### src/rtl/debounce_pkg.sv
// debounce_pkg
//   Shared definitions for the debounce_edge block:
//     state_t                - debouncer FSM state encoding
//     DEFAULT_STABLE_CYCLES  - default stability run length
//     is_high_state()        - level implied by an FSM state
package debounce_pkg;

  typedef enum logic [1:0] {
    LOW_STABLE,
    LOW_CHECK,
    HIGH_STABLE,
    HIGH_CHECK
  } state_t;

  localparam int unsigned DEFAULT_STABLE_CYCLES = 4;

  function automatic logic is_high_state(input state_t st);
    return (st == HIGH_STABLE) || (st == HIGH_CHECK);
  endfunction

endpackage

### src/rtl/sync_2ff.sv
// sync_2ff
//   Two-flop synchronizer for a single asynchronous bit.
//   Ports:
//     clk   - sampling clock
//     reset - asynchronous active-high reset, clears both flops to 0
//     d     - asynchronous input bit
//     q     - synchronized output (two clk edges of delay)
module sync_2ff (
  input  logic clk,
  input  logic reset,
  input  logic d,
  output logic q
);

  logic meta_q;
  logic sync_q;

  always_ff @(posedge clk or posedge reset) begin
    if (reset) begin
      meta_q <= 1'b0;
      sync_q <= 1'b0;
    end else begin
      meta_q <= d;
      sync_q <= meta_q;
    end
  end

  always_comb q = sync_q;

endmodule

### src/rtl/debounce_edge.sv
// debounce_edge
//   Debounces a single bit: the output level follows the input only after
//   the input has differed from the current level for STABLE_CYCLES
//   consecutive sampled cycles. A one-cycle strobe accompanies each change.
//   Optional macro DEBOUNCE_EDGE_SYNC_EN inserts a two-flop synchronizer
//   (sync_2ff) in front of the FSM, adding two cycles to every latency.
//   Parameters:
//     STABLE_CYCLES - required run of differing samples (1..65535)
//     CNT_W         - stability counter width, must hold STABLE_CYCLES-1
//   Ports:
//     clk        - clock, all state changes on its rising edge
//     reset      - asynchronous active-high reset
//     d_in       - raw input bit (upstream d_ff Q output)
//     level_out  - debounced level, registered
//     rise_pulse - one-cycle strobe when level_out goes 0->1, registered
//     fall_pulse - one-cycle strobe when level_out goes 1->0, registered
module debounce_edge
  import debounce_pkg::*;
#(
  parameter int unsigned STABLE_CYCLES = DEFAULT_STABLE_CYCLES,
  parameter int unsigned CNT_W         = 16
) (
  input  logic clk,
  input  logic reset,
  input  logic d_in,
  output logic level_out,
  output logic rise_pulse,
  output logic fall_pulse
);

  localparam logic [CNT_W-1:0] CNT_ONE  = CNT_W'(1);
  localparam logic [CNT_W-1:0] CNT_LAST = CNT_W'(STABLE_CYCLES - 1);
  localparam logic             SINGLE   = (STABLE_CYCLES == 1);

  state_t           state_q, state_d;
  logic [CNT_W-1:0] cnt_q, cnt_d;
  logic             level_q, level_d;
  logic             rise_q, rise_d;
  logic             fall_q, fall_d;
  logic             s;

`ifdef DEBOUNCE_EDGE_SYNC_EN
  sync_2ff u_sync (
    .clk   (clk),
    .reset (reset),
    .d     (d_in),
    .q     (s)
  );
`else
  always_comb s = d_in;
`endif

  always_ff @(posedge clk or posedge reset) begin
    if (reset) begin
      state_q <= LOW_STABLE;
      cnt_q   <= '0;
      level_q <= 1'b0;
      rise_q  <= 1'b0;
      fall_q  <= 1'b0;
    end else begin
      state_q <= state_d;
      cnt_q   <= cnt_d;
      level_q <= level_d;
      rise_q  <= rise_d;
      fall_q  <= fall_d;
    end
  end

  // cnt counts differing samples seen so far in the current *_CHECK run;
  // the sample that makes it reach STABLE_CYCLES flips the level directly,
  // so cnt itself never exceeds STABLE_CYCLES-1.
  always_comb begin
    state_d = state_q;
    cnt_d   = cnt_q;
    rise_d  = 1'b0;
    fall_d  = 1'b0;

    unique case (state_q)
      LOW_STABLE: begin
        cnt_d = '0;
        if (s) begin
          if (SINGLE) begin
            state_d = HIGH_STABLE;
            rise_d  = 1'b1;
          end else begin
            state_d = LOW_CHECK;
            cnt_d   = CNT_ONE;
          end
        end
      end

      LOW_CHECK: begin
        if (!s) begin
          state_d = LOW_STABLE;
          cnt_d   = '0;
        end else if (cnt_q >= CNT_LAST) begin
          state_d = HIGH_STABLE;
          cnt_d   = '0;
          rise_d  = 1'b1;
        end else begin
          cnt_d = cnt_q + CNT_ONE;
        end
      end

      HIGH_STABLE: begin
        cnt_d = '0;
        if (!s) begin
          if (SINGLE) begin
            state_d = LOW_STABLE;
            fall_d  = 1'b1;
          end else begin
            state_d = HIGH_CHECK;
            cnt_d   = CNT_ONE;
          end
        end
      end

      HIGH_CHECK: begin
        if (s) begin
          state_d = HIGH_STABLE;
          cnt_d   = '0;
        end else if (cnt_q >= CNT_LAST) begin
          state_d = LOW_STABLE;
          cnt_d   = '0;
          fall_d  = 1'b1;
        end else begin
          cnt_d = cnt_q + CNT_ONE;
        end
      end

      default: begin
        state_d = LOW_STABLE;
        cnt_d   = '0;
      end
    endcase

    level_d = is_high_state(state_d);
  end

  always_comb begin
    level_out  = level_q;
    rise_pulse = rise_q;
    fall_pulse = fall_q;
  end

endmodule

### config.mk
export PLATFORM = sky130hd
export DESIGN_NAME = debounce_edge
export DESIGN_NICKNAME = d
export VERILOG_FILES = /design/src/rtl/debounce_pkg.sv /design/src/rtl/sync_2ff.sv /design/src/rtl/debounce_edge.sv
export SDC_FILE = /design/constraint.sdc
export NUM_CORES = 1
export LEC_CHECK = 0
export ABC_AREA = 1
export CAP_MARGIN = 20
export CORE_MARGIN = 2
export CORE_UTILIZATION = 40
export CTS_BUF_LIST = sky130_fd_sc_hd__clkbuf_16
export CTS_CLUSTER_SIZE = 24
export DETAILED_ROUTE_END_ITERATION = 16
export PLACE_DENSITY = 0.63
export SLEW_MARGIN = 10
export SYNTH_ARGS = -nofsm -noshare
export SYNTH_HDL_FRONTEND = slang
export SYNTH_SLANG_ARGS = --single-unit
### constraint.sdc
create_clock -name clk -period 1.2 [get_ports clk]
set_clock_uncertainty 0.05 [all_clocks]
set_input_delay 0.24 -clock clk [delete_from_list [all_inputs] [get_ports clk]]
set_output_delay 0.24 -clock clk [all_outputs]
set_load 0.005 [all_outputs]
==> metrics.md <==
| Metric | Value |
|---|---|
| Hold_buf cts | `0` |
| Die W | `44.5 µm` |
| FF-to-FF setup slack | `-0.02 ns` |
| Vias | `388` |
| I/O Pins | `6` |
| Status | `finished, violations left` |
| Initial antenna violation count | `0` |
| Area contributors post-synth | `dfrtp_1, nand2_1, nor2_1` |
| CTS tree | `done` |
| Deepest clock path buffer count | `2` |
| Finish-stage setup viols | `1` |
| Final HPWL DP | `509 µm` |
| Final Critical Period | `1.22 ns` |
| Syn avg cell area | `11.9 µm²` |
| IO buf count | `5` |
| WL per Instance | `9.27 µm` |
| DRT antenna net count | `0` |
| CP most frequent cell | `nand2_2` |
| Number of global-route vias before repair | `335` |
| CTS root buffer | `clkbuf_16` |
| RSZ-0062 raised after global routing | `yes` |
| Setup TNS | `-0.0189 ns` |
| Final Cell Area | `921 µm²` |
| Req. time, crit path | `1.33 ns` |
| Layout area overhead | `40.5%` |
| Top_reg_cell synth | `dfrtp_1` |
| Multi-input gate area | `205 µm²` |
| Power Density | `1970 nW/µm²` |
| Crit. End Element | `flop` |
| Cells along the critical path | `ha_2 -> inv_2 -> nand2_2 -> nor2_2 -> nand2_2 -> nand2_4 -> nand2_2 -> nor2_1` |
| CTS Buf Count | `3` |
| Critical path arrival | `1.35 ns` |
| Fin. max-slew vios | `0` |
| Static Leak | `0.000486 µW` |
| Most numerous cell in the Yosys netlist | `dfrtp_1` |
| Die height | `44.5 µm` |
| Starting Density | `43.0%` |
| Endpoints failing hold | `0` |
| Clock Latency Late Sink | `0.25 ns` |
| First-pass GRT wire length | `1.33 mm` |
| Drt via density | `3.92` |
| Placed Cells | `92` |
| DR pass1 iterations | `2` |
| Synthesized instance count | `55` |
| Worst Path Buf+Inv | `1` |
| Drt total wl | `918 µm` |
| Fin crit share | `102%` |
| Family with the most delay on the worst path | `simple AND/OR/NAND/NOR gates` |
| NumNets Final | `89` |
| Number of diodes | `0` |
| Reg area | `500 µm²` |
| DRT iter0 DRCs | `5` |
| Pin count of the biggest net entering global routing | `21` |
| Yosys warns | `0` |
| Failing checks | `negative setup slack` |
| Fill cells | `134` |
| Asr flop ratio synth | `100%` |
| Clk slew on worst S/H paths | `0.05 ns` |
| CP max FO | `4` |
| Slowest CP cell | `dfrtp_1` |
| GRT Total Usage | `10.7%` |
| Synth top area share | `76.3%` |
| Distinct cells, synth | `10` |
| Non-Filler Instances | `99` |
| Die Area | `1980 µm²` |
| Post-synth top area cell | `dfrtp_1` |
| #FFs+latches synth | `20` |
| EDFF count, synth | `0` |
| Dpl cell area | `797 µm²` |
| Path category of the worst min-delay check | `in2reg` |
| Gr ovfl total | `0` |
| # rows | `14` |
| Sequential fraction of the synthesis area | `76.3%` |
| Category of the worst setup path launch point | `flop` |
| Top cells by count, synth | `dfrtp_1, nand2_1, nor2_1, inv_1` |
| Max VDD drop | `0.00112 V` |
| Area of the mapped netlist | `656 µm²` |
| Core footprint | `1520 µm²` |
| Clock sinks | `20` |
| Critical path class | `reg2reg` |
| Htree depth | `1` |
| Worst stage delay on the critical path | `0.38 ns` |
| PnR worst setup slack | `-0.0189 ns` |
| F_max | `820 MHz` |
| Share of post-route cells with drive strength above 1 | `22.9%` |
| Final Util | `60.4%` |
| GP Congestion | `0.622` |
| Remaining DRCs | `0` |
| Max-Cap Viols | `0` |
## where the power goes
| group | switching (µW) | internal, µW | total [µW] |
|---|---|---|---|
| registers | 50.8 | 760 | 811 |
| logic | 155 | 191 | 346 |
| clock network | 215 | 438 | 653 |
## cell families (layout without fill, tap and decap cells)
kind of cell / count (synthesis) / in the layout / share of synthesized area, %
buffers and inverters: 5 / 20 / 2.86
other: 1 / 14 / 0.572
and+or+nand+nor: 28 / 28 / 18.3
DFF: 20 / 20 / 76.3
adders and majority gates: 1 / 1 / 1.91
## state kept, by name, summed over array words and instances, names as in the netlist
register	flops
cnt_q	16
fall_pulse	1
level_out	1
rise_pulse	1
state_q	1
## area by class of cell
cell class | count | area share (%)
sequential | 20 | 54.3
multi-input combinational | 43 | 22.3
timing repair buffer | 12 | 11.0
clock buffer | 3 | 8.15
tap | 16 | 2.17
inverter | 5 | 2.04
## stage by stage
| stage | hold WS [ns] | setup slack (ns) | total power, µW |
|---|---|---|---|
| global placement | 0.455 | -0.200 | 1070 |
| floorplan | 0.154 | 0.0502 | 944 |
| CTS | 0.267 | -0.0133 | 1770 |
| finish | 0.229 | -0.0189 | 1810 |
| global route | 0.295 | -0.103 | 1900 |
| detailed placement | 0.472 | -0.223 | 1080 |
## path summary, 6_finish.rpt
kind	from	end	cells past startpoint
worst max-delay path	cnt_q[0]	cnt_q[0]	8
worst min-delay path	d_in	level_out	3
worst max register to register	cnt_q[0]	cnt_q[0]	8
worst min register to register	level_out	level_out	3
max in group asynchronous	reset	fall_pulse	3
min in group asynchronous	reset	cnt_q[14]	3
## per-layer routing
| metal | GRT usage [%] | share of wire (%) | vias to the layer above |
|---|---|---|---|
| li1 | - | - | 205 |
| met1 | 11.1 | 44 | 173 |
| met2 | 15.4 | 49 | 6 |
| met3 | 3.67 | 2.8 | 4 |
| met4 | 12.7 | 3.8 | 0 |
| met5 | 0 | 0 | - |
## layout by cell type, fill, tap and decap left out
cell,n
nand2_2,4
nand2_1,8
inv_2,1
buf_4,7
nor2_1,11
nand3_1,1
nor3b_2,1
inv_1,4
nor2_2,1
clkbuf_16,3
dfrtp_1,20
or2_1,1
dlygate4sd2_1,3
ha_2,1
dlymetal6s2s_1,1
clkdlybuf4s50_1,1
conb_1,14
nand2_4,1
## worst reg2reg max path, delay by kind of cell (launching register included)
family | cells | cell delay, ns
buffers and inverters | 1 | 0.05
and+or+nand+nor | 6 | 0.49
adders and majority gates | 1 | 0.19
DFF | 1 | 0.38
## repair_timing
item                       in CTS  in global routing
buffers inserted                2                  2
gates resized for setup         6                  6
setup endpoints to repair       6                  6
pin swaps                       4                  8
Note: power is estimated with default switching activity, not from simulation.
